## config.mk

```make
export PLATFORM = sky130hd
export DESIGN_NAME = branch_flag_unit
export DESIGN_NICKNAME = d
export VERILOG_FILES = /design/src/rtl/branch_flag_unit.sv
export SDC_FILE = /design/constraint.sdc
export NUM_CORES = 1
export LEC_CHECK = 0
export CELL_PAD_IN_SITES_DETAIL_PLACEMENT = 1
export CELL_PAD_IN_SITES_GLOBAL_PLACEMENT = 1
export CORE_AREA = 5 5 102 152
export DETAILED_ROUTE_END_ITERATION = 8
export DIE_AREA = 0 0 107 157
export PLACE_DENSITY = 0.67
export SETUP_SLACK_MARGIN = 0.02
export SYNTH_ARGS = -nofsm -noshare
export SYNTH_HDL_FRONTEND = slang
export SYNTH_SLANG_ARGS = --single-unit
export TNS_END_PERCENT = 10
```

## constraint.sdc

```tcl
create_clock -name clk -period 3.9 [get_ports clk]
set_clock_uncertainty 0.15 [all_clocks]
set_input_delay 0.975 -clock clk [delete_from_list [all_inputs] [get_ports clk]]
set_output_delay 0.975 -clock clk [all_outputs]
set_load 0.02 [all_outputs]
```

## src/rtl/branch_flag_unit.sv

```systemverilog
// branch_flag_unit: latches ALU {Z,V,N} flags and resolves conditional branches
// and absolute jumps against them. Taken branches and jumps produce a one-cycle
// registered PC redirect followed by a multi-cycle flush window. Accepted and
// taken requests are counted with saturating counters.
module branch_flag_unit #(
  parameter int DSIZE        = 16,
  parameter int OFFSET_W     = 8,
  parameter int FLUSH_CYCLES = 2
) (
  input  logic                clk,
  input  logic                rst,
  input  logic [2:0]          flag_in,
  input  logic                flag_we,
  input  logic                br_valid,
  output logic                br_ready,
  input  logic [2:0]          br_cond,
  input  logic [OFFSET_W-1:0] br_offset,
  input  logic [DSIZE-1:0]    pc_in,
  input  logic                jump_valid,
  input  logic [DSIZE-1:0]    jump_target,
  output logic [2:0]          flags_q,
  output logic                redirect,
  output logic [DSIZE-1:0]    redirect_pc,
  output logic                flush,
  output logic [15:0]         br_count,
  output logic [15:0]         taken_count
);

  // Counter only needs to hold FLUSH_CYCLES-1 down to 0.
  localparam int CW = (FLUSH_CYCLES > 1) ? $clog2(FLUSH_CYCLES) : 1;
  localparam logic [CW-1:0] CNT_LOAD = CW'(FLUSH_CYCLES - 1);

  typedef enum logic [0:0] {
    ST_IDLE  = 1'b0,
    ST_FLUSH = 1'b1
  } state_t;

  state_t          state_r, state_next_s;
  logic [CW-1:0]   cnt_r, cnt_next_s;
  logic [2:0]      eval_flags_s;
  logic            jump_acc_s;
  logic            br_acc_s;
  logic            taken_s;
  logic [DSIZE-1:0] target_s;
  logic [DSIZE-1:0] offset_ext_s;
  logic            flag_upd_s;

  // Evaluate a condition code against {Z,V,N}.
  function automatic logic cond_met(input logic [2:0] cond, input logic [2:0] f);
    logic z, v, n, r;
    z = f[2];
    v = f[1];
    n = f[0];
    case (cond)
      3'b000:  r = ~z;
      3'b001:  r = z;
      3'b010:  r = ~z & ~n;
      3'b011:  r = n;
      3'b100:  r = ~n;
      3'b101:  r = z | n;
      3'b110:  r = v;
      3'b111:  r = 1'b1;
      default: r = 1'b0;
    endcase
    return r;
  endfunction

  // Saturating increment for the statistics counters.
  function automatic logic [15:0] sat_inc(input logic [15:0] c);
    return (c == 16'hFFFF) ? 16'hFFFF : c + 16'd1;
  endfunction

  // Request acceptance, flag forwarding and target computation.
  always_comb begin
    flag_upd_s   = flag_we & ~flush;
    eval_flags_s = flag_upd_s ? flag_in : flags_q;
    br_ready     = (state_r == ST_IDLE) & ~jump_valid;
    jump_acc_s   = jump_valid & (state_r == ST_IDLE);
    br_acc_s     = br_valid & br_ready;
    offset_ext_s = DSIZE'($signed(br_offset));
    if (jump_acc_s) begin
      taken_s  = 1'b1;
      target_s = jump_target;
    end else if (br_acc_s) begin
      taken_s  = cond_met(br_cond, eval_flags_s);
      target_s = pc_in + DSIZE'(1) + offset_ext_s;
    end else begin
      taken_s  = 1'b0;
      target_s = pc_in;
    end
  end

  // Next-state logic: a taken request opens the flush window, which then counts down.
  always_comb begin
    state_next_s = state_r;
    cnt_next_s   = cnt_r;
    case (state_r)
      ST_IDLE: begin
        if (taken_s) begin
          state_next_s = ST_FLUSH;
          cnt_next_s   = CNT_LOAD;
        end else begin
          state_next_s = ST_IDLE;
        end
      end
      ST_FLUSH: begin
        if (cnt_r == CW'(0)) begin
          state_next_s = ST_IDLE;
        end else begin
          cnt_next_s = cnt_r - CW'(1);
        end
      end
      default: begin
        state_next_s = ST_IDLE;
        cnt_next_s   = CW'(0);
      end
    endcase
  end

  // State register and flush-window counter.
  always_ff @(posedge clk) begin
    if (rst) begin
      state_r <= ST_IDLE;
      cnt_r   <= CW'(0);
    end else begin
      state_r <= state_next_s;
      cnt_r   <= cnt_next_s;
    end
  end

  // Registered outputs: flags, redirect pulse, flush and statistics.
  always_ff @(posedge clk) begin
    if (rst) begin
      flags_q     <= 3'b000;
      redirect    <= 1'b0;
      redirect_pc <= '0;
      flush       <= 1'b0;
      br_count    <= 16'h0000;
      taken_count <= 16'h0000;
    end else begin
      if (flag_upd_s) begin
        flags_q <= flag_in;
      end
      redirect <= taken_s;
      if (taken_s) begin
        redirect_pc <= target_s;
      end
      flush <= (state_next_s == ST_FLUSH);
      if (jump_acc_s | br_acc_s) begin
        br_count <= sat_inc(br_count);
      end
      if (taken_s) begin
        taken_count <= sat_inc(taken_count);
      end
    end
  end

endmodule

```

==> results by group <==
Outcome
  – Status: finished clean

Timing
  – Max Slew Vio Count: 0
  – Final Hold Viols: 0
  – Fin crit share: 0.941
  – Final Setup Violations: 0
  – Relative slew margins: 0.624
  – Worst-Margin Slew: 563 ps
  – Achievable Freq: 0.272 GHz
  – RSZ-0062 raised after global routing: false
  – Minimum clock period: 3670 ps

Logic synthesis
  – Post-Syn Area: 3450 um2
  – Library cells used by synthesis: 67
  – Synth Flop Type: dfxtp_1
  – EDFF count, synth: 0
  – Post-Syn Instances: 424
  – Share of synthesized registers carrying an async set or reset: 0
  – Seq/Total Area, Yosys: 0.314
  – YS warnings: 0
  – Post-Syn Nets: 493
  – Yosys reg bits: 54
  – Synthesized area per cell: 8.13 um2

Pwr
  – Static leakage: 1.74 nW
  – Clock power frac: 0.292
  – Psw: 0.000558 W
  – Overall Power: 0.00173 W
  – Sw Ratio: 0.322
  – Pint: 0.00117 W
  – Sequential share of power: 0.366
  – Pwr dens: 357 nW/um2
  – Comb pwr share: 0.342
  – VDD IR max: 168 uV

Placed design
  – IO buf count: 104
  – GPL Wtd Cong: 0.809
  – Post-DP Area: 4690 um2
  – Dpl hpwl: 9380 um

Clock tree
  – Num CTS Buffers: 5
  – H-tree depth: 2
  – Cts repair resizes: 0
  – CTS tree: yes
  – Clock sink count: 54
  – CTS root buffer: clkbuf_16
  – CTS Buffer Depth: 2
  – Worst-Skew Late Latency: 290 ps
  – Reg clk slew, reported paths: 70 ps
  – Post CTS Setup Buffer Count: 0
  – CTS Hold Bufs: 0

Route
  – WL final: 12000 um
  – Vias post-DR: 3635
  – Initial DRT Pass Iterations: 4
  – Vias per cell: 5.27
  – Post-route ant nets: 0
  – DR WL/cell: 17.3 um
  – DRC Markers: 0
  – 1st-iter DRT viols: 74

Floorplan
  – Die Ht: 157 um
  – FP Rows: 53
  – Starting density of the core: 0.248
  – Die Span X: 107 um
  – Placeable Area: 13900 um2
  – Die area: 16800 um2
  – I/O pin cnt: 105

Final layout
  – Final Cell Area: 4850 um2
  – Commonest non-fill, non-tap cells in the layout: clkdlybuf4s50_1 (103), dfxtp_1 (54), a21oi_1 (44)
  – Nets: 592
  – Fill cells: 1673
  – Leading cell type in the layout, fill and taps excluded: clkdlybuf4s50_1
  – Fraction of layout cells with a size suffix above 1: 0.0706
  – Area growth syn-to-layout: 40.8%

Global route
  – Initial antenna violation count: 0
  – Gr ovfl total: 0
  – Vias in the first global route: 3884
  – First-pass GRT wire length: 19300 um
  – All-layer global routing usage: 0.140
  – Largest net degree at the start of global routing: 37

Worst setup path
  – Critical Path RT: 3900 ps
  – Crit path launch type: primary input
  – CP Class: primary input to flip-flop
  – CP endpoint kind: flip-flop
  – Critical path fanouts, max: 4
  – Critical Path AT: 3670 ps

Job
  – Max Cap Viol: 0

Worst hold path
  – Worst hold path class: flip-flop to flip-flop
-- worst max-delay path, cell delays in order --
cell             delay (ps)
clkdlybuf4s50_1         420
inv_1                    70
ha_1                    170
inv_1                    60
fa_1                    400
a211oi_1                280
nor2_1                  110
o31a_1                  360
a2111oi_0               530
a21oi_1                  80
o311ai_0                110
a311oi_1                130
-- power groups by stage --
stage	logic (W)	clock network, W	registers [W]
after floorplan	0.000304	0	0.000687
after global placement	0.000589	0	0.000646
after detailed placement	0.000600	0	0.000648
after CTS	0.000603	0.000528	0.000635
after global routing	0.000647	0.000542	0.000640
final	0.000593	0.000506	0.000634
-- path summary, 6_finish.rpt --
| check | slack [ps] | endpoint | cells past startpoint | start |
|---|---|---|---|---|
| setup reg to reg | 1020 | taken_count[4] | 8 | flush |
| setup / recovery | 230 | redirect_pc[10] | 12 | pc_in[0] |
| hold / removal | 310 | redirect_pc[3] | 2 | redirect_pc[3] |
| hold reg to reg | 310 | redirect_pc[3] | 2 | redirect_pc[3] |
-- cell type report --
| cell class | instances | area (um2) | area share |
|---|---|---|---|
| multi-input cells | 339 | 2220 | 0.458 |
| repair buffers | 116 | 1150 | 0.237 |
| flip-flops and latches | 54 | 1080 | 0.223 |
| well taps | 165 | 206 | 0.0425 |
| clock buffers | 7 | 133 | 0.0273 |
| clock inverters | 1 | 30.0 | 0.00619 |
| inverters | 7 | 26.3 | 0.00541 |
| diodes | 1 | 2.50 | 0.000515 |
-- per-stage QoR --
stage	instances	hold slack [ps]	utilization	worst slack [ps]	TNS, ps
after floorplan	424	287	-	649	0
after global placement	681	290	0.337	115	0
after detailed placement	681	304	0.337	-48.1	-57.7
after CTS	689	315	0.348	273	0
after global routing	689	336	0.348	96.4	0
final	690	312	0.349	230	0
-- synth_stat cells, drive strengths merged (4+ instances only) --
| cell | count | area [um2] |
|---|---|---|
| nor2b | 5 | 31.3 |
| nor3 | 22 | 115 |
| inv | 7 | 26.3 |
| xnor2 | 11 | 96.3 |
| o21bai | 4 | 30.0 |
| and3 | 10 | 62.6 |
| dfxtp | 54 | 1080 |
| nand4 | 8 | 50.1 |
| nand2 | 41 | 154 |
| ha | 17 | 213 |
| a21oi | 44 | 220 |
| clkbuf | 17 | 63.8 |
| a31oi | 4 | 25.0 |
| buf | 7 | 56.3 |
| nor2 | 35 | 134 |
| o21a | 4 | 30.0 |
| o211ai | 11 | 82.6 |
| a311oi | 8 | 70.1 |
| a211oi | 18 | 150 |
| nand3 | 14 | 70.1 |
| a41oi | 5 | 43.8 |
| and2 | 6 | 37.5 |
| o21ai | 13 | 65.1 |
| and4 | 5 | 43.8 |
| xor2 | 7 | 61.3 |
-- sequential cells by signal, summed over array words and instances (netlist names) --
| signal | cells |
|---|---|
| taken_count | 16 |
| redirect | 1 |
| flags_q | 3 |
| cnt_r | 1 |
| br_count | 16 |
| redirect_pc | 16 |
| flush | 1 |
-- layer usage --
layer  GRT usage  up-vias  routed length (um)
met3      0.0189       14                 343
met1       0.149     1762                4740
met5           0        -                   0
met4      0.0488        0                 205
met2       0.278       71                6680
li1            -     1788                   -
-- cells by family after synthesis --
kind of cell             after synthesis  synth area share
AO/OA/AOI/OAI                        135             0.270
multiplexers                           5            0.0167
AND/OR/NAND/NOR                      163             0.244
buffers and inverters                 31            0.0425
adder cells (fa/ha/maj)               18            0.0675
flip-flops                            54             0.314
XOR/XNOR                              18            0.0457
(Power assumes the default switching activity.)
